### config.mk
export PLATFORM = sky130hd
export DESIGN_NAME = ula_mul_div_seq
export DESIGN_NICKNAME = d
export VERILOG_FILES = /design/src/rtl/ula_mul_div_seq_pkg.sv /design/src/rtl/ula_mul_div_seq_nucleo.sv /design/src/rtl/ula_mul_div_seq.sv
export SDC_FILE = /design/constraint.sdc
export NUM_CORES = 1
export LEC_CHECK = 0
export ABC_AREA = 1
export ABC_CLOCK_PERIOD_IN_PS = 2600
export CAP_MARGIN = 40
export CORE_MARGIN = 4
export CORE_UTILIZATION = 45
export CTS_CLUSTER_SIZE = 25
export DETAILED_ROUTE_END_ITERATION = 12
export DONT_BUFFER_PORTS = 1
export GPL_ROUTABILITY_DRIVEN = 1
export GPL_TIMING_DRIVEN = 0
export PLACE_DENSITY_LB_ADDON = 0.08
export SETUP_SLACK_MARGIN = 0.15
export SYNTH_ARGS = -nofsm -noshare
export SYNTH_HDL_FRONTEND = slang
export SYNTH_HIERARCHICAL = 1
export SYNTH_SLANG_ARGS = --single-unit
### constraint.sdc
create_clock -name clock -period 2.6 [get_ports clock]
set_clock_uncertainty 0.15 [all_clocks]
set_input_delay 0.52 -clock clock [delete_from_list [all_inputs] [get_ports clock]]
set_output_delay 0.52 -clock clock [all_outputs]
set_load 0.05 [all_outputs]
### src/rtl/ula_mul_div_seq_pkg.sv
// Shared types and constants for the sequential multiply/divide unit.
//   estado_t   : FSM states of the top (OCIOSO, CALCULA, ESCREVE)
//   operacao_t : Operacao encodings (MUL low/high half, DIV quotient/remainder)
//   default operand width and register-bank address width
package ula_mul_div_pkg;

    localparam int unsigned BITS_PALAVRA_PAD  = 16;
    localparam int unsigned END_REGISTROS_PAD = 2;

    typedef enum logic [1:0] {
        OCIOSO,
        CALCULA,
        ESCREVE
    } estado_t;

    typedef enum logic [1:0] {
        OP_MUL_LO = 2'b00,
        OP_MUL_HI = 2'b01,
        OP_DIV_Q  = 2'b10,
        OP_DIV_R  = 2'b11
    } operacao_t;

endpackage

### src/rtl/ula_mul_div_seq_nucleo.sv
// Single iteration of the shift-add multiplier / restoring divider.
// Purely combinational; the top holds the state and calls this once per
// CALCULA cycle.
//   modo_div : 0 = shift-add multiply step, 1 = restore-subtract divide step
//   acc      : MUL upper product half / DIV partial remainder
//   lo       : MUL lower product half (multiplier shifts out) /
//              DIV dividend shifting out, quotient shifting in
//   operando : MUL multiplicand / DIV divisor
//   acc_prox, lo_prox : register values after this iteration
module nucleo_passo_mul_div
    import ula_mul_div_pkg::*;
#(
    parameter int unsigned bits_palavra = BITS_PALAVRA_PAD
) (
    input  logic                    modo_div,
    input  logic [bits_palavra-1:0] acc,
    input  logic [bits_palavra-1:0] lo,
    input  logic [bits_palavra-1:0] operando,
    output logic [bits_palavra-1:0] acc_prox,
    output logic [bits_palavra-1:0] lo_prox
);

    logic [bits_palavra:0] soma;
    logic [bits_palavra:0] desloc;
    logic [bits_palavra:0] dif;

    always_comb begin
        soma     = {1'b0, acc} + (lo[0] ? {1'b0, operando} : '0);
        desloc   = {acc, lo[bits_palavra-1]};
        dif      = desloc - {1'b0, operando};
        acc_prox = '0;
        lo_prox  = '0;
        if (modo_div) begin
            // Remainder stays below the divisor, so desloc <= 2*divisor-1 and
            // a non-negative difference never sets the top bit: dif[W] is the borrow.
            if (!dif[bits_palavra]) begin
                acc_prox = dif[bits_palavra-1:0];
                lo_prox  = {lo[bits_palavra-2:0], 1'b1};
            end else begin
                acc_prox = desloc[bits_palavra-1:0];
                lo_prox  = {lo[bits_palavra-2:0], 1'b0};
            end
        end else begin
            // Carry of the add falls into the upper half as the pair shifts right.
            acc_prox = soma[bits_palavra:1];
            lo_prox  = {soma[0], lo[bits_palavra-1:1]};
        end
    end

endmodule

### src/rtl/ula_mul_div_seq.sv
// Multi-cycle unsigned multiply/divide unit feeding the register bank.
//   clock, reset  : rising-edge clock, synchronous active-high reset
//   Inicia        : start request, accepted only while idle
//   Operacao      : 00 MUL low, 01 MUL high, 10 DIV quotient, 11 DIV remainder
//   A, B          : operands from bank read ports A/B
//   Sel_Destino   : destination register of the result
//   Ocupado       : operation in progress
//   Pronto        : one-cycle completion pulse (with Hab_Escrita)
//   Resultado     : write-back word to bank input E, held between operations
//   Hab_Escrita   : one-cycle bank write strobe
//   Sel_SC        : latched destination to the bank, held between operations
//   Div_Zero      : flags a DIV with B==0, alongside Pronto
module ula_mul_div_seq
    import ula_mul_div_pkg::*;
#(
    parameter int unsigned bits_palavra  = BITS_PALAVRA_PAD,
    parameter int unsigned end_registros = END_REGISTROS_PAD
) (
    input  logic                     clock,
    input  logic                     reset,
    input  logic                     Inicia,
    input  logic [1:0]               Operacao,
    input  logic [bits_palavra-1:0]  A,
    input  logic [bits_palavra-1:0]  B,
    input  logic [end_registros-1:0] Sel_Destino,
    output logic                     Ocupado,
    output logic                     Pronto,
    output logic [bits_palavra-1:0]  Resultado,
    output logic                     Hab_Escrita,
    output logic [end_registros-1:0] Sel_SC,
    output logic                     Div_Zero
);

    localparam int unsigned CW = $clog2(bits_palavra + 1);

    estado_t                  estado, prox_estado;
    logic [CW-1:0]            cont;
    operacao_t                reg_op;
    logic [end_registros-1:0] reg_dest;
    logic                     reg_dz;
    logic [bits_palavra-1:0]  reg_operando;
    logic [bits_palavra-1:0]  acc, lo;
    logic [bits_palavra-1:0]  acc_prox, lo_prox;
    logic                     dz_entrada;
    logic [bits_palavra-1:0]  selecionado;

    assign dz_entrada = Operacao[1] && (B == '0);
    assign Ocupado    = (estado != OCIOSO);

    nucleo_passo_mul_div #(
        .bits_palavra(bits_palavra)
    ) u_nucleo (
        .modo_div (reg_op[1]),
        .acc      (acc),
        .lo       (lo),
        .operando (reg_operando),
        .acc_prox (acc_prox),
        .lo_prox  (lo_prox)
    );

    always_ff @(posedge clock) begin
        if (reset) estado <= OCIOSO;
        else       estado <= prox_estado;
    end

    always_comb begin
        prox_estado = estado;
        unique case (estado)
            OCIOSO:  if (Inicia) prox_estado = dz_entrada ? ESCREVE : CALCULA;
            CALCULA: if (cont == CW'(1)) prox_estado = ESCREVE;
            ESCREVE: prox_estado = OCIOSO;
            default: prox_estado = OCIOSO;
        endcase
    end

    always_comb begin
        selecionado = '0;
        unique case (reg_op)
            OP_MUL_LO, OP_DIV_Q: selecionado = lo;
            OP_MUL_HI, OP_DIV_R: selecionado = acc;
            default:             selecionado = '0;
        endcase
    end

    // Only one operand needs holding: the multiplier (MUL) or dividend (DIV)
    // goes straight into lo. Divide by zero preloads the fixed answers
    // (quotient all ones, remainder A) so ESCREVE selects uniformly.
    always_ff @(posedge clock) begin
        if (reset) begin
            cont         <= '0;
            reg_op       <= OP_MUL_LO;
            reg_dest     <= '0;
            reg_dz       <= 1'b0;
            reg_operando <= '0;
            acc          <= '0;
            lo           <= '0;
        end else begin
            unique case (estado)
                OCIOSO: begin
                    if (Inicia) begin
                        cont         <= CW'(bits_palavra);
                        reg_op       <= operacao_t'(Operacao);
                        reg_dest     <= Sel_Destino;
                        reg_dz       <= dz_entrada;
                        reg_operando <= Operacao[1] ? B : A;
                        if (dz_entrada) begin
                            acc <= A;
                            lo  <= '1;
                        end else begin
                            acc <= '0;
                            lo  <= Operacao[1] ? A : B;
                        end
                    end
                end
                CALCULA: begin
                    acc  <= acc_prox;
                    lo   <= lo_prox;
                    cont <= cont - CW'(1);
                end
                default: ;
            endcase
        end
    end

    always_ff @(posedge clock) begin
        if (reset) begin
            Pronto      <= 1'b0;
            Hab_Escrita <= 1'b0;
            Div_Zero    <= 1'b0;
            Resultado   <= '0;
            Sel_SC      <= '0;
        end else begin
            Pronto      <= (estado == ESCREVE);
            Hab_Escrita <= (estado == ESCREVE);
            Div_Zero    <= (estado == ESCREVE) && reg_dz;
            if (estado == ESCREVE) begin
                Resultado <= selecionado;
                Sel_SC    <= reg_dest;
            end
        end
    end

endmodule

==> Yosys cells after proc, flatten, opt, wreduce, memory -nomap -nowiden <==
Cells that the tools add are included.
{ "word_totals": {"ff_bits": 80, "output_inout_bits": 22, "in_bits": 39, "elab_cells": 55} }
{ "classes": {"n_eq_ne": 8, "reduce_logical": 12, "mux": 20, "n_addsub": 3} }
{ "op_table": {"columns": ["operator", "count"], "rows": [
  ["$mux 16", 10],
  ["$pmux 16 s2", 3],
  ["$add 16x17->17", 1],
  ["$sub 17x16->17", 1],
  ["$logic_not 16->1", 1],
  ["$pmux 5 s2", 1],
  ["$eq 2x2->1 const B", 3],
  ["$mux 2", 3],
  ["$reduce_and 2->1", 3],
  ["$eq 5x1->1 const B", 1],
  ["$mux 5", 1],
  ["$sub 5x1->5 const B", 1],
  ["$eq 2x1->1 const B", 2],
  ["$logic_not 2->1", 2],
  ["$ne 2x2->1 const B", 2],
  ["$pmux 2 s2", 1],
  ["$reduce_bool 2->1", 2],
  ["$reduce_or 2->1", 2],
  ["$logic_and 1x1->1", 2],
  ["$mux 1", 1]
]} }

==> Logic depth before layout (Yosys ltp) <==
Gate-level depths: netlist (run 1).
{ "logic_depth": {"depth_word": 5, "depth_mapped": 17, "mapped_depth_nobuf": 17} }

==> Modules after synthesis <==
The synthesis (run 1) kept the hierarchy.
{ "by_module_without_submodules": {"columns": ["module", "area_per_inst_um2", "cells_each", "seq_area_each_um2", "instances"], "rows": [
  ["ula_mul_div_seq", 3857.4, 551, 1601.5, 1],
  ["nucleo_passo_mul_div", 2737.6, 549, 0.0, 1]
]} }

==> Worst setup path after synthesis (run 1) <==
OpenSTA, ideal clock, no wires.
{ "synth_timing": {"path_kind": "reg2reg", "start": "register lo[0]", "end": "register acc[15]", "path_slack_ns": 0.173, "setup_ns": 0.132, "required_ns": 2.318, "t_arrival_ns": 2.145, "path_stages_with_launch": 17, "cell_sequence": "dfxtp_1 > clkbuf_1 > clkbuf_1 > nand2_1 > inv_1 > ha_1 > a21oi_1 > o21a_1 > nand2_1 > nand2_1 > nand2_1 > nand2_1 > nand2_1 > nand2_1 > nand2_1 > a22oi_1 > a21oi_1"} }
{ "synth_between": {"elab_chain_len": 4} }
{ "synth_lines": {"columns": ["item", "line", "rtl"], "rows": [
  ["from (decl)", "ula_mul_div_seq.sv:42", "logic [bits_palavra-1:0] acc, lo;"],
  ["from (signal assigned)", "ula_mul_div_seq.sv:111", "lo <= Operacao[1] ? A : B;"],
  ["from (signal assigned)", "ula_mul_div_seq.sv:117", "lo <= lo_prox;"],
  ["$mux 16", "ula_mul_div_seq_nucleo.sv:28", "soma = {1'b0, acc} + (lo[0] ? {1'b0, operando} : '0);"],
  ["$add 16x17->17", "ula_mul_div_seq_nucleo.sv:28", null],
  ["$mux 16", "ula_mul_div_seq_nucleo.sv:33", "if (modo_div) begin"],
  ["via acc_prox[15]", "ula_mul_div_seq.sv:43", "logic [bits_palavra-1:0] acc_prox, lo_prox;"],
  ["$pmux 16 s2", "ula_mul_div_seq.sv:98", "unique case (estado)"],
  ["to (signal assigned)", "ula_mul_div_seq.sv:116", "acc <= acc_prox;"],
  ["to (decl)", "ula_mul_div_seq.sv:42", null]
]} }
The timed path passes the listed nets, and every way through them passes these cells.
A chain may end at the register's enable or synchronous reset.

==> Worst setup path in the final report (run 1) <==
{ "layout_timing": {"start": "register lo[15]", "end": "register acc[10]"} }
{ "layout_between": {"elab_chain_len": 4} }
{ "layout_lines": {"columns": ["item", "line", "rtl"], "rows": [
  ["$sub 17x16->17", "ula_mul_div_seq_nucleo.sv:30", "dif = desloc - {1'b0, operando};"],
  ["$mux 16", "ula_mul_div_seq_nucleo.sv:36", "if (!dif[bits_palavra]) begin"],
  ["$mux 16", "ula_mul_div_seq_nucleo.sv:33", null],
  ["via acc_prox[10]", "ula_mul_div_seq.sv:43", null],
  ["$pmux 16 s2", "ula_mul_div_seq.sv:98", null]
]} }
The timed path passes the listed nets, and every way through them passes these cells.

==> results of run 1 <==
## metrics by stage
step / util [%] / worst slack [ns] / hold WS [ns]
floorplan: - / 0.173 / 0.266
global placement: 48.4 / -0.378 / 0.277
global route: 56.3 / 0.00951 / 0.153
CTS: 53.6 / 0.0934 / 0.156
finish: 56.3 / 0.113 / 0.162
detailed placement: 48.4 / -0.392 / 0.282
## worst max-delay path by stage
stage	start	endpoint	cells after the start
2_1_floorplan	lo[0]$_SDFFE_PP0P_	acc[15]$_SDFFE_PP0P_	16
3_5_place_dp	lo[0]$_SDFFE_PP0P_	acc[15]$_SDFFE_PP0P_	16
5_1_grt	lo[0]$_SDFFE_PP0P_	acc[9]$_SDFFE_PP0P_	15
6_report	lo[15]$_SDFFE_PP0P_	acc[10]$_SDFFE_PP0P_	17
3_3_place_gp	lo[0]$_SDFFE_PP0P_	acc[15]$_SDFFE_PP0P_	16
4_1_cts	lo[15]$_SDFFE_PP0P_	acc[15]$_SDFFE_PP0P_	16
## routing by layer
metal / GRT usage [%] / vias up
met4: 9.88 / 0
met5: 0 / -
met3: 5.65 / 53
met2: 43.3 / 301
met1: 38.7 / 3328
li1: - / 3630
## cell type report
type	instances	area (sq um)	share of cell area, %
multi-input cells	825	4650	58.7
clock inverters	6	51.3	0.647
plain buffers	52	297	3.74
repair buffers	24	268	3.38
well taps	180	225	2.84
inverters	144	543	6.85
flip-flops and latches	80	1650	20.9
clock buffers	10	239	3.01
## worst max-delay path, cell delays in order (launching register included)
cell	delay, ns
dfxtp_4	0.37
inv_4	0.05
ha_4	0.16
fa_2	0.35
inv_2	0.07
nand2_2	0.04
nand2_2	0.07
nand3_2	0.08
nand2_2	0.12
nand2_4	0.09
nand2_4	0.12
nand2_8	0.08
nand2_4	0.10
nand2_1	0.07
nand3_1	0.08
nand2_1	0.07
a22oi_1	0.18
a21oi_1	0.08
## registers in the layout (all words and copies together), names as in the netlist, 2 cells and up
signal        flops
Resultado        16
acc              16
lo               16
reg_operando     16
cont              5
Sel_SC            2
estado            2
reg_dest          2
reg_op            2
## cells in the final DEF, fill, tap and decap left out, types with 3 or more instances in the layout
cell / count
a211oi_1: 3
a21oi_1: 83
a21oi_2: 13
a22oi_1: 6
a22oi_2: 10
a31oi_1: 15
buf_12: 5
buf_2: 15
buf_4: 25
clkbuf_1: 22
clkbuf_16: 10
dfxtp_1: 52
dfxtp_2: 21
dfxtp_4: 7
ha_1: 18
ha_4: 14
inv_1: 131
inv_2: 10
inv_6: 3
nand2_1: 314
nand2_2: 18
nand2_4: 7
nand3_1: 45
nand3_2: 22
nand3_4: 3
nand3b_1: 7
nand4_1: 20
nor2_1: 104
nor2_2: 4
nor3_1: 5
o21ai_0: 76
or2_2: 7
xnor2_1: 3
xor2_1: 4
## cells in the mapped netlist (8+ instances only)
library cell / instances / area share [%]
nand3_2: 13 / 2.0
a21oi_1: 89 / 6.8
ha_1: 34 / 6.5
nor2_1: 107 / 6.1
nand2_1: 332 / 19
buf_2: 15 / 1.1
clkbuf_1: 26 / 1.5
nand4_1: 20 / 1.9
dfxtp_1: 80 / 24
inv_2: 9 / 0.51
a21oi_2: 8 / 1.1
a22oi_1: 16 / 1.8
o21ai_0: 76 / 5.8
nand3_1: 56 / 4.2
inv_1: 133 / 7.6
a31oi_1: 15 / 1.4
## cell families (layout without fill, tap and decap cells)
logic type	count (synthesis)	after routing	share of synthesized area (%)
compound gates	216	216	18.2
flops	80	80	24.3
xor+xnor	7	7	0.930
fa+ha+maj	36	36	7.06
buf+inv	196	236	12.2
simple gates	565	566	37.4
## power groups by stage
stage | sequential (mW) | clock (mW) | combinational, mW
floorplan | 1.45 | 0 | 0.849
global placement | 1.50 | 0 | 1.10
detailed placement | 1.50 | 0 | 1.11
CTS | 1.48 | 1.27 | 1.22
global route | 1.49 | 1.32 | 1.49
finish | 1.49 | 1.25 | 1.34
## what timing repair did
action                                  in CTS  in global routing
pin swaps                                   25                 32
setup buffers                               14                  8
endpoints found under the setup margin      17                 24
gates resized for setup                     72                 68
gates cloned                                 2                  1
==> reports/qor.csv, run 1 <==
stage,metric,value,unit
global_route,antenna_found_initial,0,
drt,met3_length,1.83,mm
drt,wl_met2,10.3,mm
outcome,status,"complete, no violations",
power,power_frac_seq,36.4,%
global_route,grt_pass1_wl,35.9,mm
logic_synthesis,synth_edf_count,0,
timing,tightest_slew,0.764,ns
worst_setup_path,worstPathMaxFanout,5,
worst_setup_path,r2r_end,acc[10]$_SDFFE_PP0P_,
drt,vias_per_cell,5.54,
timing,slew_headroom,49.0,%
drt,vias,7312,
layout,area_growth,20.2,%
drt,drtAntennaViolNets,0,
clocking,worstSkewPairLatency,0.36,ns
layout,fin_nets,1211,
floorplan,ios,61,
global_route,track_usage,28.0,%
layout,final_layout_size_suffix_gt1_share,19.3,%
drt,wl,23.6,mm
power,p_sw_share,38.8,%
floorplan,placementRows,43,
clocking,h-tree-depth,3,
timing,rsz0062_at_grt,yes,
placed_design,port_buffers,0,
drt,top_layer,met4,
hold_path,hp-class,input pin to flip-flop,
drt,drc_errors,0,
power,leakagePower,3.88,nW
logic_synthesis,syn_area,6600,sq um
logic_synthesis,ys_types,42,
timing,fin_crit_sh,95.7,%
placed_design,place_area,6820,sq um
timing,finalSetupViolCount,0,
layout,final_cell_count_no_fill,1321,
power,p_switching,1.59,mW
placed_design,place_inst,1280,
logic_synthesis,netlist_instances,1100,
power,total_power,4.08,mW
power,peakVddDrop,0.357,mV
layout,antenna_cells,0,
global_route,overflow,0,
drt,drtIter0Drc,668,
global_route,grt_pass1_vias,6667,
worst_setup_path,reg2reg_depth,17,
run,maxCapViolCount,0,
clocking,clk_pin_slew,0.07,ns
drt,firstDrtPassIters,5,
clocking,cts_sinks,80,
hold_path,hold_depth,2,
worst_setup_path,cp.arrival,2.56,ns
logic_synthesis,ys_seq_area_share,24.3,%
timing,tns,0,ns
worst_setup_path,rr_startpoint,lo[15]$_SDFFE_PP0P_,
placed_design,place.gp.congestion,1.01,
clocking,cts_tree,built,
logic_synthesis,yosysWarnings,6,
worst_setup_path,cp-end-kind,flip-flop,
hold_path,min_to,reg_operando[5]$_SDFFE_PP0P_,
floorplan,core-area,14100,sq um
logic_synthesis,syn_avg_cell_area,6.00,sq um
logic_synthesis,ys_async_sr_fraction,0,%
floorplan,start_util,46.8,%
layout,n_fill_cell,1438,
hold_path,worstHoldStart,A[5],
timing,max_freq,402,MHz
worst_setup_path,r2r_slack,0.11,ns
worst_setup_path,crit_required,2.67,ns
drt,wl_per_cell,17.8,microns
power,powerDensity,515,nW/um^2
layout,fin_area,7930,sq um
timing,maxSlewViolCount,0,
floorplan,fp.dieArea,16700,sq um
placed_design,dp_hpwl,18.0,mm
power,internal-power,2.50,mW
power,clkPwrFrac,30.7,%
clocking,root_buffer,clkbuf_16,
floorplan,die_x,129,microns
timing,period_minus_slack,2.49,ns
clocking,clock_path_buffers,2,
logic_synthesis,syn-num-nets,1175,
worst_setup_path,crit_path_start_kind,flip-flop,
global_route,grt_max_degree,16,
clocking,cts_made_buffers,9,
floorplan,die_height,129,microns
clocking,holdBufCountCts,0,
worst_setup_path,setup.worst_path.class,flip-flop to flip-flop,
timing,hold_viol,0,
logic_synthesis,ys_seq_elements,80,
logic_synthesis,synth_flop_cell,dfxtp_1,
drt,wl_met1,10.6,mm
power,p_comb_share,32.9,%
Note: power is estimated with default switching activity, not from simulation.
==> run 2: changes to the inputs <==
--- a/config.mk
+++ b/config.mk
@@ -19,5 +19,4 @@
 export SETUP_SLACK_MARGIN = 0.15
 export SYNTH_ARGS = -nofsm -noshare
 export SYNTH_HDL_FRONTEND = slang
-export SYNTH_HIERARCHICAL = 1
 export SYNTH_SLANG_ARGS = --single-unit
==> run 2 against run 1 <==
Synthesized cell count down 7.9%. Combinational power increased by 32%. Global-route usage increased by 0.58 points. Register-to-register slack worse by 0.06 ns. Clock-buffer cell count is the same. Cell area is 8.4% lower. Largest power group is now combinational logic.
==> reports/qor.csv, run 2 <==
stage,metric,value,unit,change
placed_design,port_buffers,0,,unchanged
logic_synthesis,ys_async_sr_fraction,0,%,unchanged
layout,area_growth,18.9,%,was 20.2%
worst_setup_path,worstPathMaxFanout,6,,was 5
drt,drc_errors,0,,unchanged
drt,wl,22.8,mm,was 23.6 mm
drt,wl_per_cell,18.6,microns,was 17.8 microns
logic_synthesis,netlist_instances,1013,,was 1100
hold_path,worstHoldStart,reset,,was A[5]
drt,vias_per_cell,5.70,,was 5.54
timing,max_freq,392,MHz,was 402 MHz
power,power_frac_seq,33.4,%,was 36.4%
worst_setup_path,crit_required,2.66,ns,was 2.67 ns
outcome,status,"complete, no violations",,unchanged
clocking,clock_path_buffers,2,,unchanged
clocking,cts_made_buffers,9,,unchanged
layout,mostFrequentLayoutCell,nand2_1,,unchanged
logic_synthesis,post-synth-top-count-cell,nand2_1,,unchanged
worst_setup_path,r2r_end,acc[2]$_SDFFE_PP0P_,,was acc[10]$_SDFFE_PP0P_
clocking,h-tree-depth,3,,unchanged
logic_synthesis,ys_top_cells_by_area,"dfxtp_1, nand2_1, inv_1, a21oi_1, ha_1",,unchanged
power,leakagePower,3.30,nW,was 3.88 nW
layout,final_core_util,54.8,%,was 56.3%
layout,register_area,1650,sq um,about the same
timing,timing.hold.ws,0.110,ns,was 0.162 ns
worst_setup_path,setup.worst_path.class,flip-flop to flip-flop,,unchanged
global_route,grt_pass1_vias,6489,,was 6667
placed_design,place.gp.congestion,0.933,,was 1.01
hold_path,min_to,estado[1]$_SDFFE_PP0P_,,was reg_operando[5]$_SDFFE_PP0P_
logic_synthesis,yosysWarnings,0,,was 6
clocking,cts_tree,built,,unchanged
logic_synthesis,ys_types,43,,was 42
power,peakVddDrop,0.396,mV,was 0.357 mV
worst_setup_path,rr_startpoint,lo[15]$_SDFFE_PP0P_,,unchanged
layout,final_layout_size_suffix_gt1_share,14.1,%,was 19.3%
power,powerDensity,628,nW/um^2,was 515 nW/um^2
floorplan,core-area,13200,sq um,was 14100 sq um
logic_synthesis,synth_flop_cell,dfxtp_1,,unchanged
power,p_comb_share,38.9,%,was 32.9%
drt,vias,6984,,was 7312
floorplan,start_util,46.1,%,was 46.8%
drt,drtAntennaViolNets,0,,unchanged
timing,slew_headroom,53.1,%,was 49.0%
logic_synthesis,syn_avg_cell_area,6.03,sq um,was 6.00 sq um
placed_design,place_area,6330,sq um,was 6820 sq um
clocking,clk_pin_slew,0.06,ns,was 0.07 ns
power,p_sw_share,39.6,%,was 38.8%
timing,finalSetupViolCount,0,,unchanged
layout,fin_area,7260,sq um,was 7930 sq um
drt,firstDrtPassIters,5,,unchanged
power,internal-power,2.76,mW,was 2.50 mW
logic_synthesis,syn-num-nets,1088,,was 1175
run,maxCapViolCount,0,,unchanged
timing,fin_crit_sh,98.0,%,was 95.7%
timing,period_minus_slack,2.55,ns,was 2.49 ns
global_route,antenna_found_initial,0,,unchanged
clocking,cts_sinks,80,,unchanged
placed_design,dp_slack,-0.539,ns,was -0.392 ns
layout,multi_input_area,4200,sq um,was 4650 sq um
timing,maxSlewViolCount,0,,unchanged
timing,hold_viol,0,,unchanged
clocking,worstSkewPairLatency,0.35,ns,was 0.36 ns
floorplan,die_x,124,microns,was 129 microns
layout,n_fill_cell,1400,,was 1438
layout,antenna_cells,0,,unchanged
layout,mostFrequentLayoutCells,"nand2_1, inv_1, a21oi_1, o21ai_0, nand3_1",,"was nand2_1, inv_1, nor2_1, a21oi_1, o21ai_0"
placed_design,dp_hpwl,17.6,mm,was 18.0 mm
worst_setup_path,reg2reg_depth,18,,was 17
hold_path,hold_depth,1,,was 2
floorplan,die_height,124,microns,was 129 microns
layout,fin_nets,1120,,was 1211
power,clkPwrFrac,27.7,%,was 30.7%
global_route,grt_pass1_wl,34.9,mm,was 35.9 mm
logic_synthesis,syn_area,6110,sq um,was 6600 sq um
worst_setup_path,cp.arrival,2.61,ns,was 2.56 ns
logic_synthesis,synth_top_area_cell,dfxtp_1,,unchanged
global_route,grt_max_degree,14,,was 16
floorplan,placementRows,42,,was 43
worst_setup_path,cp-end-kind,flip-flop,,unchanged
global_route,overflow,0,,unchanged
logic_synthesis,synth_edf_count,0,,unchanged
timing,rsz0062_at_grt,yes,,unchanged
timing,setup_ws,0.0522,ns,was 0.113 ns
logic_synthesis,ys_seq_elements,80,,unchanged
worst_setup_path,r2r_slack,0.05,ns,was 0.11 ns
logic_synthesis,ys_seq_area_share,26.2,%,was 24.3%
worst_setup_path,crit_path_start_kind,flip-flop,,unchanged
clocking,holdBufCountCts,0,,unchanged
placed_design,place_inst,1189,,was 1280
clocking,root_buffer,clkbuf_16,,unchanged
power,p_switching,1.80,mW,was 1.59 mW
hold_path,hp-class,input pin to flip-flop,,unchanged
floorplan,fp.dieArea,15500,sq um,was 16700 sq um
global_route,track_usage,28.5,%,was 28.0%
logic_synthesis,synth_top_area_share,26.2,%,was 24.3%
logic_synthesis,synth.top_cells.by_count,"nand2_1, inv_1, a21oi_1",,"was nand2_1, inv_1, nor2_1"
timing,tightest_slew,0.704,ns,was 0.764 ns
floorplan,ios,61,,unchanged
worst_setup_path,critPathLaunch,lo[15]$_SDFFE_PP0P_,,unchanged
drt,drtIter0Drc,686,,was 668
layout,final_cell_count_no_fill,1226,,was 1321
## run 2: cell families after synthesis
logic type | count (synthesis) | synth area share, %
AO/OA/AOI/OAI | 233 | 21.1
flip-flops | 80 | 26.2
buffers and inverters | 180 | 11.4
AND/OR/NAND/NOR | 476 | 32.5
adder cells (fa/ha/maj) | 36 | 7.62
XOR/XNOR | 8 | 1.15
## run 2: cell type report
| type | instances | area share (%) |
|---|---|---|
| Multi-Input combinational cell | 753 | 57.8 |
| Buffer | 48 | 3.12 |
| Timing Repair Buffer | 21 | 2.46 |
| Tap cell | 176 | 3.03 |
| Inverter | 132 | 6.91 |
| Clock buffer | 10 | 3.15 |
| Clock inverter | 6 | 0.827 |
| Sequential cell | 80 | 22.7 |
## run 2: worst max-delay path by stage
stage | endpoint | cells past startpoint
finish | acc[2]$_SDFFE_PP0P_ | 18
global route | acc[2]$_SDFFE_PP0P_ | 18
CTS | acc[9]$_SDFFE_PP0P_ | 18
detailed placement | acc[13]$_SDFFE_PP0P_ | 17
global placement | acc[13]$_SDFFE_PP0P_ | 17
floorplan | acc[13]$_SDFFE_PP0P_ | 17
## run 2: metrics by stage
stage               setup TNS (ns)  power [mW]
floorplan                        0        2.53
global placement             -5.54        2.94
detailed placement           -5.67        2.94
CTS                              0        4.41
global route               -0.0813        4.83
finish                           0        4.56
## run 2: timing repair
action / 4_1_cts / 5_1_grt
gates cloned: 1 / 0
resized for setup: 72 / 50
endpoints found under the setup margin: 17 / 21
pin swaps: 14 / 24
setup buffers: 10 / 10
## run 2: worst max-delay path, stage by stage, from the launching register on
cell and delay (ns):
dfxtp_4 0.36, inv_4 0.04, ha_4 0.15, fa_2 0.33, inv_2 0.06, nand2_2 0.05, nand2_2 0.09, nand3_2 0.09
nand2_4 0.09, nand2_4 0.07, nand2_4 0.08, nand2_4 0.06, nand2_8 0.12, clkinvlp_4 0.15, buf_4 0.17, nand2_1 0.06
nand3_1 0.09, nand3b_1 0.10, a21oi_1 0.07
## run 2: metal layers
| layer | GRT usage, % | vias up | part of all wire [%] |
|---|---|---|---|
| met5 | 0 | - | 0 |
| met4 | 10.3 | 0 | 3.2 |
| met3 | 6.35 | 59 | 9.5 |
| met2 | 44.1 | 318 | 44 |
| met1 | 39.1 | 3216 | 43 |
| li1 | - | 3391 | - |
## run 2: power groups by stage
stage	logic, mW	registers (mW)	clock network (mW)
finish	1.77	1.52	1.26
CTS	1.62	1.51	1.28
global placement	1.41	1.53	0
floorplan	1.06	1.47	0
detailed placement	1.41	1.53	0
global route	1.96	1.53	1.33
==> run 3: changes to the inputs <==
--- a/config.mk
+++ b/config.mk
@@ -20,3 +20,4 @@
 export SYNTH_ARGS = -nofsm -noshare
 export SYNTH_HDL_FRONTEND = slang
 export SYNTH_SLANG_ARGS = --single-unit
+export TNS_END_PERCENT = 5
==> run 3 against run 2 <==
Sequential power about the same. Hold slack worse by 0.0043 ns. Flip-flop and latch count unchanged. Routed wire length down 0.71%. Worst setup slack improved by 0.040 ns. Non-clock buffer count shrank 8. First-iteration DRC count is 13% lower. Critical endpoint unchanged. Largest cell class unchanged. Highest routed layer unchanged.
==> reports/qor.csv, run 3 (synthesis gave the netlist of run 2 again) <==
stage,metric,value,unit,change
clocking,cts_sinks,80,,unchanged
worst_setup_path,crit_path_start_kind,flip-flop,,unchanged
hold_path,worstHoldStart,reset,,unchanged
worst_setup_path,setup.worst_path.class,flip-flop to flip-flop,,unchanged
power,clkPwrFrac,28.2,%,was 27.7%
worst_setup_path,crit_required,2.67,ns,was 2.66 ns
layout,mostFrequentLayoutCells,"nand2_1, inv_1, a21oi_1, o21ai_0, nand3_1",,unchanged
layout,n_fill_cell,1413,,was 1400
clocking,h-tree-depth,3,,unchanged
worst_setup_path,critPathSlowestCell,dfxtp_4,,unchanged
timing,tns,0,ns,unchanged
global_route,track_usage,28.6,%,was 28.5%
power,p_comb_share,38.2,%,was 38.9%
floorplan,ios,61,,unchanged
floorplan,core-area,13200,sq um,unchanged
timing,tightest_slew,0.698,ns,was 0.704 ns
layout,area_growth,16.5,%,was 18.9%
global_route,antenna_found_initial,0,,unchanged
layout,final_core_util,53.7,%,was 54.8%
drt,vias_per_cell,5.71,,was 5.70
global_route,grt_max_degree,14,,unchanged
worst_setup_path,max_stage_delay,0.36,ns,about the same
run,maxCapViolCount,0,,unchanged
layout,mostFrequentLayoutCell,nand2_1,,unchanged
global_route,grt_pass1_wl,34.9,mm,about the same
worst_setup_path,crit_family,simple AND/OR/NAND/NOR gates,,unchanged
power,p_sw_share,39.7,%,was 39.6%
clocking,clk_pin_slew,0.06,ns,about the same
drt,drtAntennaViolNets,0,,unchanged
layout,final_layout_size_suffix_gt1_share,12.5,%,was 14.1%
timing,hold_viol,0,,unchanged
layout,multi_input_area,4120,sq um,was 4200 sq um
floorplan,start_util,46.1,%,unchanged
drt,drc_errors,0,,unchanged
worst_setup_path,critPathLaunch,lo[15]$_SDFFE_PP0P_,,unchanged
global_route,grt_pass1_vias,6503,,was 6489
worst_setup_path,cp.arrival,2.57,ns,was 2.61 ns
power,leakagePower,3.27,nW,was 3.30 nW
global_route,overflow,0,,unchanged
worst_setup_path,cp_num_cells,18,,unchanged
worst_setup_path,rr_startpoint,lo[15]$_SDFFE_PP0P_,,unchanged
hold_path,hp-class,input pin to flip-flop,,unchanged
timing,rsz0062_at_grt,yes,,unchanged
power,internal-power,2.73,mW,was 2.76 mW
drt,vias,6953,,was 6984
worst_setup_path,cpMostUsedCell,nand2_4,,unchanged
floorplan,fp.dieArea,15500,sq um,unchanged
drt,firstDrtPassIters,8,,was 5
layout,register_area,1640,sq um,was 1650 sq um
drt,drtIter0Drc,596,,was 686
worst_setup_path,cp-end-kind,flip-flop,,unchanged
power,peakVddDrop,0.401,mV,was 0.396 mV
timing,fin_crit_sh,96.4,%,was 98.0%
placed_design,place.gp.congestion,0.933,,unchanged
clocking,clock_path_buffers,2,,unchanged
layout,fin_nets,1112,,was 1120
worst_setup_path,cp.buffers_inverters,4,,unchanged
worst_setup_path,worstPathMaxFanout,6,,unchanged
power,powerDensity,636,nW/um^2,was 628 nW/um^2
worst_setup_path,reg2reg_depth,18,,unchanged
power,p_switching,1.80,mW,about the same
clocking,worstSkewPairLatency,0.35,ns,about the same
floorplan,die_height,124,microns,unchanged
hold_path,hold_depth,1,,unchanged
placed_design,dp_hpwl,17.6,mm,unchanged
drt,wl_per_cell,18.6,microns,about the same
worst_setup_path,crit_chain,inv_4 -> ha_4 -> fa_2 -> inv_2 -> nand2_2 -> nand2_2 -> nand3_2 -> nand2_4 -> nand2_4 -> nand2_4 -> nand2_4 -> nand2_8 -> clkinvlp_4 -> buf_4 -> nand2_1 -> nand3_1 -> nand3b_1 -> a21oi_1,,unchanged
clocking,cts_made_buffers,9,,unchanged
clocking,root_buffer,clkbuf_16,,unchanged
outcome,status,"complete, no violations",,unchanged
clocking,holdBufCountCts,0,,unchanged
layout,antenna_cells,0,,unchanged
power,power_frac_seq,33.6,%,was 33.4%
timing,finalSetupViolCount,0,,unchanged
placed_design,port_buffers,0,,unchanged
timing,max_freq,399,MHz,was 392 MHz
drt,wl,22.6,mm,was 22.8 mm
timing,slew_headroom,53.5,%,was 53.1%
floorplan,placementRows,42,,unchanged
timing,maxSlewViolCount,0,,unchanged
floorplan,die_x,124,microns,unchanged
clocking,cts_tree,built,,unchanged
timing,period_minus_slack,2.51,ns,was 2.55 ns
[run 3: changes by cell type in the layout (fill, tap and decap cells not counted), moves of 2 or more]
cell | previous run | this run
a21oi_2 | 8 | 5
nand3_1 | 64 | 66
ha_1 | 19 | 23
buf_4 | 19 | 13
o21ai_1 | 3 | 1
ha_4 | 14 | 10
a21oi_1 | 85 | 88
[run 3: cell type report]
type                       instances  area share (%)
clock buffer                      10            3.22
buffer                            48            3.18
clock inverter                     6           0.844
tap                              176            3.10
multi-input combinational        753            57.9
inverter                         132            7.05
timing repair buffer              13            1.65
sequential                        80            23.1
[run 3: final timing paths]
path                                 end  slack (ns)
setup reg to reg     acc[2]$_SDFFE_PP0P_        0.09
setup / recovery     acc[2]$_SDFFE_PP0P_        0.09
hold reg to reg      Div_Zero$_SDFF_PP0_        0.31
hold / removal    estado[1]$_SDFFE_PP0P_        0.11
[run 3: metrics by stage]
| stage | setup slack [ns] | std cells | total power [mW] | cell area, sq um | hold WS (ns) |
|---|---|---|---|---|---|
| floorplan | 0.158 | 1013 | 2.53 | 6110 | 0.275 |
| global placement | -0.518 | 1189 | 2.94 | 6330 | 0.302 |
| detailed placement | -0.539 | 1189 | 2.94 | 6330 | 0.302 |
| CTS | 0.139 | 1216 | 4.41 | 6960 | 0.102 |
| global route | -0.0226 | 1218 | 4.77 | 7110 | 0.0971 |
| finish | 0.0925 | 1218 | 4.53 | 7110 | 0.106 |
[run 3: what timing repair did]
item | in CTS | in global routing
pin swaps | 14 | 24
cloned | 1 | 0
buffers inserted | 10 | 2
setup endpoints to repair | 17 | 21
hold endpoints to repair | 0 | 0
resized for setup | 69 | 37
[run 3: power groups by stage]
stage	Combinational [mW]	Clock (mW)	Sequential (mW)
global route	1.91	1.33	1.53
detailed placement	1.41	0	1.53
global placement	1.41	0	1.53
floorplan	1.06	0	1.47
finish	1.73	1.28	1.52
CTS	1.62	1.28	1.51
[run 3: worst reg2reg max path, stage by stage (launching register included)]
cell and delay [ns]:
dfxtp_4 0.36, inv_4 0.05, ha_4 0.16, fa_2 0.33, inv_2 0.06, nand2_2 0.05, nand2_2 0.09, nand3_2 0.09
nand2_4 0.09, nand2_4 0.07, nand2_4 0.07, nand2_4 0.07, nand2_8 0.12, clkinvlp_4 0.16, buf_4 0.16, nand2_1 0.06
nand3_1 0.08, nand3b_1 0.10, a21oi_1 0.07
[run 3: metal layers]
layer  share of wire [%]  wire length (microns)  vias to the layer above  global-route usage (%)
met5                   0                      0                        -                       0
met4                 3.0                    671                        0                    10.6
met3                 9.5                   2150                       52                    6.35
met2                  44                   9920                      364                    44.0
met1                  44                   9880                     3170                    39.1
li1                    -                      -                     3367                       -
==> edit 1 (settings of run 3) <==
Re-encode `estado_t` (3 values) as one-hot, 3 bits wide.
--- a/src/rtl/ula_mul_div_seq_pkg.sv
+++ b/src/rtl/ula_mul_div_seq_pkg.sv
@@ -9,6 +9,6 @@
 
-    typedef enum logic [1:0] {
-        OCIOSO,
-        CALCULA,
-        ESCREVE
+    typedef enum logic [2:0] {
+        OCIOSO  = 3'b001,
+        CALCULA = 3'b010,
+        ESCREVE = 3'b100
     } estado_t;
Function: no difference found for any inputs over 10 cycles, from zero or initial values and one cycle with reset high; not proved beyond that.
==> edit 1 against run 3 <==
  * Die area rose by 2.9%
  * Worst setup slack gained 0.079 ns
  * Routed wire length down 2.8%
  * Non-clock buffer count fell by 2
  * Count of clock-buffer cells in the layout shrank 1
  * Combinational power shrank 12%
  * Sequential cell count up 1
  * Sequential share of layout area down 0.15 points
  * Final area is 0.65% higher
  * Power is 4.7% lower
  * Synthesized area is 3.1% higher
==> edit 1: results (changes against run 3) <==
| Metric | Value |
|---|---|
| Outcome | `completed` |
| Tot GR Track Use | `27.3% (-1.3 points)` |
| Hold endpoint | `reg_op[0]` |
| Hold Crit Class | `input pin to flip-flop` |
| Num CTS Buffers | `9 (unchanged)` |
| WHS | `0.168 ns (+0.0618 ns)` |
| Drt pass-1 iters | `6 (-2)` |
| Hold path cells | `2 (+1)` |
| R2R Setup Slk | `0.17 ns (+0.08 ns)` |
| CP max stage cell | `dfxtp_2` |
| Clk slew on worst S/H paths | `0.07 ns` |
| Share of the yosys chip area belonging to registers | `25.8% (-0.46 points)` |
| CP arrival | `2.52 ns (-0.05 ns)` |
| Nets@finish | `1165 (+4.8%)` |
| H-tree depth | `3 (unchanged)` |
| Pin count of the biggest net entering global routing | `17 (+3)` |
| Syn nets | `1144 (+5.1%)` |
| Maximum vdd drop | `0.464 mV (+16%)` |
| Area post-placement | `0.00651 mm² (+2.9%)` |
| Commonest cells in the netlist | `325 x nand2_1, 177 x inv_1, 92 x a21oi_1, 92 x o21ai_0, 81 x dfxtp_1` |
| Max clock buf depth | `2 (unchanged)` |
| Post-DP HPWL | `17400 µm (-1.3%)` |
| Via count | `6838 (-1.7%)` |
| Reg2reg start | `lo[15]` |
| Terminus of the critical flop-to-flop path | `acc[12]` |
| Worst skew pair latency | `0.35 ns (about the same)` |
| Antenna cells | `0 (unchanged)` |
| Worst hold start | `Operacao[0]` |
| Fillers | `1419 (+0.42%)` |
| Final WL | `22000 µm (-2.8%)` |
| Iter 0 DRT Violations | `619 (+3.9%)` |
| Global-route wire length before repair | `34700 µm (-0.53%)` |
| CP max stage delay | `0.36 ns (about the same)` |
| LEAKAGE | `0.00356 µW (+9.1%)` |
| Vias in the first global route | `6494 (-0.14%)` |
| Count of cell types in the netlist | `37 (-14%)` |
| Largest cells by area after synthesis | `dfxtp_1 26%, nand2_1 19%, inv_1 11%, a21oi_1 7.3%, o21ai_0 7.3%` |
| Slew margin rel. | `47.3% (-6.2 points)` |
| Global placement routability congestion | `0.990 (+6.1%)` |
| Post-synth ARST share | `0% (unchanged)` |
| Fraction of layout cells with a size suffix above 1 | `9.50% (-3.0 points)` |
| Max Fanout on Critical Path | `5 (-1)` |
edit 1: metrics by stage:
stage          setup slack, ns  power, µW  cells  TNS (ns)
5_1_grt                 0.0291       4560   1271         0
3_3_place_gp            -0.548       2810   1245     -4.48
4_1_cts                  0.131       4250   1265         0
2_1_floorplan            0.198       2430   1069         0
3_5_place_dp            -0.568       2810   1245     -4.87
6_report                 0.171       4310   1271         0
edit 1: area by class of cell:
class	instances	area (µm²)	share of cell area, %
plain buffers	49	239	3.34
inverters	181	682	9.52
clock inverters	7	83.8	1.17
multi-input cells	758	3970	55.5
flip-flops and latches	81	1640	22.9
repair buffers	10	95.1	1.33
well taps	176	220	3.08
clock buffers	9	225	3.15
edit 1: worst reg2reg max path: stages (launching register included):
cell	delay, ns
dfxtp_2	0.36
inv_4	0.06
ha_4	0.16
fa_2	0.35
inv_2	0.06
nand2_2	0.04
nand2_2	0.08
nand3_2	0.07
nand2_2	0.11
nand2_2	0.08
nand2_2	0.08
nand2_2	0.07
nand2_4	0.12
buf_6	0.15
nand3_2	0.06
o211ai_1	0.12
nand2_1	0.10
nand2_1	0.06
nand2_1	0.05
edit 1: how the worst max path moves through the flow:
stage,cells after the start,to,from,slack (ns)
2_1_floorplan,17,acc[13],lo[0],0.20
4_1_cts,18,acc[12],lo[15],0.13
3_3_place_gp,17,acc[13],lo[0],-0.55
5_1_grt,18,acc[12],lo[15],0.03
6_report,18,acc[12],lo[15],0.17
3_5_place_dp,17,acc[13],lo[0],-0.57
edit 1: repair_timing:
item / 4_1_cts / 5_1_grt
resized for setup: 37 / 36
setup endpoints to repair: 17 / 22
cloned: 2 / 0
buffers inserted: 2 / 6
hold buffers: 0 / 0
pin swaps: 7 / 11
edit 1: cells by family (layout without fill, tap and decap cells):
kind of cell / after synthesis / after routing / share of synthesized area [%]
and+or+nand+nor: 473 / 473 / 30.4
AOI/OAI and AO/OA: 240 / 240 / 21.0
buffers and inverters: 230 / 256 / 14.1
DFF: 81 / 81 / 25.8
adders and majority gates: 36 / 36 / 7.40
xor gates and xnor gates: 9 / 9 / 1.25
edit 1: layer usage:
metal | vias up | part of all wire (%) | GRT usage (%)
met5 | - | 0 | 0
met1 | 3071 | 43 | 35.9
met4 | 0 | 2.9 | 9.15
li1 | 3474 | - | -
met3 | 40 | 8.0 | 5.12
met2 | 253 | 46 | 45.1
edit 1: report_power, final:
group | internal (µW) | switching [µW]
Combinational | 525 | 1010
Sequential | 1350 | 102
Clock | 763 | 568
Total | 2630 | 1680
==> edit 2 (settings of run 3) <==
Made on the original files. The package constant `BITS_PALAVRA_PAD` goes from 16 to 32.
--- a/src/rtl/ula_mul_div_seq_pkg.sv
+++ b/src/rtl/ula_mul_div_seq_pkg.sv
@@ -6,3 +6,3 @@
 
-    localparam int unsigned BITS_PALAVRA_PAD  = 16;
+    localparam int unsigned BITS_PALAVRA_PAD  = 32;
     localparam int unsigned END_REGISTROS_PAD = 2;
Ports: changed (resized A, B and Resultado); port bits go from 61 to 109. No check against the original RTL was run, so the function may have changed too.
==> edit 2 against run 3 <==
  * The flow now finishes with violations (setup timing)
  * Global-route usage is 7.5 points higher
  * Power is 120% higher
  * Final area is 120% higher
  * Routed wire length grew to 2.6 times the old value
  * Count of clock-buffer cells in the layout is 8 higher
  * Synthesized area is 110% higher
  * Sequential cell count is 65 higher
  * Worst setup slack worse by 0.19 ns
  * Critical endpoint is now acc[25]
  * Largest cell class unchanged
==> edit 2: results (changes against run 3) <==
| Metric | Value |
|---|---|
| Setup violations, final | `32 (+32)` |
| Drt pass-1 iters | `5 (-3)` |
| Post-synth ARST share | `0% (unchanged)` |
| Synth Flop Type | `dfxtp_1` |
| Mux cell area share after synthesis | `0% (unchanged)` |
| Yosys Warn Count | `0 (unchanged)` |
| Nets@finish | `2411 (+120%)` |
| Violated checks | `setup timing` |
| Maximum vdd drop | `0.403 mV (+0.60%)` |
| Max clock buf depth | `2 (unchanged)` |
| Setup tns final | `-1.22 ns (-1.22 ns)` |
| Clk slew on worst S/H paths | `0.07 ns` |
| Post-Synth XOR/XNOR Area | `1.23% (+0.079 points)` |
| Root buffer cell | `clkbuf_16` |
| Post-synthesis adder-cell area fraction | `6.74% (-0.89 points)` |
| Routed len/inst | `21.9 µm (+18%)` |
| Global placement routability congestion | `1.05 (+13%)` |
| Worst skew pair latency | `0.44 ns (+0.09 ns)` |
| Post-DP HPWL | `45700 µm (+160%)` |
| H-tree depth | `4 (+1)` |
| Share of the yosys chip area belonging to registers | `22.6% (-3.6 points)` |
| Tot GR Track Use | `36.1% (+7.5 points)` |
| Vias in the first global route | `14300 (+120%)` |
| Fraction of layout cells with a size suffix above 1 | `19.4% (+7.0 points)` |
| WHS | `0.0799 ns (-0.0260 ns)` |
| Final worst setup slack | `-0.0941 ns (-0.187 ns)` |
| Via density | `5.65 (-1.1%)` |
| Antenna cells | `0 (unchanged)` |
| Iter 0 DRT Violations | `1284 (+120%)` |
| Outcome | `complete, but fails checks` |
| Largest cells by area after synthesis | `dfxtp_1 23%, nand2_1 20%, inv_1 10%, o21ai_0 8.4%, a21oi_1 7.5%` |
| Hold Crit Class | `input pin to flip-flop` |
| Global-route wire length before repair | `85500 µm (+150%)` |
| Critical Path RT | `2.81 ns (+0.14 ns)` |
| Switching part of the total | `42.9% (+3.2 points)` |
| Pin count of the biggest net entering global routing | `17 (+3)` |
| Worst reg2reg path depth | `17 (-1)` |
| Slew Viols, Final | `0 (unchanged)` |
| Hold path cells | `2 (+1)` |
| Port Buf Inserts | `0 (unchanged)` |
| Count of cell types in the netlist | `46 (+7.0%)` |
| Max Fanout on Critical Path | `7 (+1)` |
| LEAKAGE | `0.00732 µW (+120%)` |
| Commonest cells in the netlist | `700 x nand2_1, 341 x inv_1, 216 x o21ai_0` |
| Num CTS Buffers | `17 (+8)` |
| Initial antenna violation count | `0 (unchanged)` |
| Compound-Gate Fraction of Synth Area | `22.9% (+1.8 points)` |
| Slew margin rel. | `42.5% (-11 points)` |
edit 2: cell count changes in the layout (fill, tap and decap cells not counted), sizes merged, moves of 12 or more:
cell,change
o31ai,+12
o21ai,+137
dfxtp,+65
ha,+32
nor2,+60
inv,+222
nor4,+14
a31oi,+27
nand3,+43
buf,+35
nand2,+391
a21oi,+118
clkbuf,+54
edit 2: final timing paths:
kind | startpoint | end
worst max-delay path | reg_operando[31] | acc[25]
worst min-delay path | A[5] | reg_operando[5]
worst max register to register | reg_operando[31] | acc[25]
worst min register to register | reg_dz | Div_Zero
edit 2: kinds of logic after synthesis:
kind of cell / after synthesis
and+or+nand+nor: 1000
AOI/OAI and AO/OA: 533
buffers and inverters: 453
DFF: 145
adders and majority gates: 68
xor gates and xnor gates: 18
edit 2: power groups by stage:
stage,logic (µW),registers [µW],clock network (µW)
floorplan,2490,2690,0
global placement,3420,2840,0
detailed placement,3440,2840,0
CTS,4020,2820,2730
global route,4760,2860,2820
finish,4400,2850,2750
edit 2: repair_timing:
action	4_1_cts	5_1_grt
setup endpoints to repair	51	69
gates resized for setup	230	163
endpoints found under the hold margin	0	0
cloned	3	1
setup buffers	20	12
pin swaps	40	49
edit 2: final cells by class:
class                      count  area (µm²)
tap                          378         473
clock inverter                13         195
clock buffer                  18         439
buffer                       106         532
fill                        2862       12100
sequential                   145        3040
timing repair buffer          36         379
multi-input combinational   1619        9570
inverter                     347        1310
edit 2: per-stage QoR:
step / instances / total power, µW / area (µm²) / setup slack (ns) / utilization (%)
6_report: 2662 / 10000 / 15900 / -0.0941 / 56.9
5_1_grt: 2662 / 10400 / 15900 / -0.234 / 56.9
4_1_cts: 2649 / 9570 / 15100 / -0.0522 / 54.1
3_5_place_dp: 2595 / 6270 / 13300 / -0.557 / 47.6
3_3_place_gp: 2595 / 6250 / 13300 / -0.528 / 47.6
2_1_floorplan: 2217 / 5180 / 12900 / 0.124 / -
edit 2: per-layer routing:
metal	wire (µm)	share of wire, %	vias to the layer above	track usage, %
met4	2700	4.6	0	14.5
met5	0	0	-	0
met1	24500	42	6909	47.2
li1	-	-	7324	-
met2	25900	45	668	59.1
met3	5110	8.8	129	6.41
edit 2: worst max-delay path: stages (launching register included):
cell and delay (ns):
dfxtp_4 0.39, inv_1 0.06, ha_1 0.34, a21o_1 0.20, nor2_2 0.14, nand2_2 0.10
a21oi_4 0.18, buf_4 0.14, nand3_2 0.11, nand2_8 0.14, buf_12 0.11, buf_12 0.11
nand2_1 0.05, nand2_1 0.07, nand2_1 0.06, nand2_2 0.08, nand2_2 0.05, a21oi_2 0.12
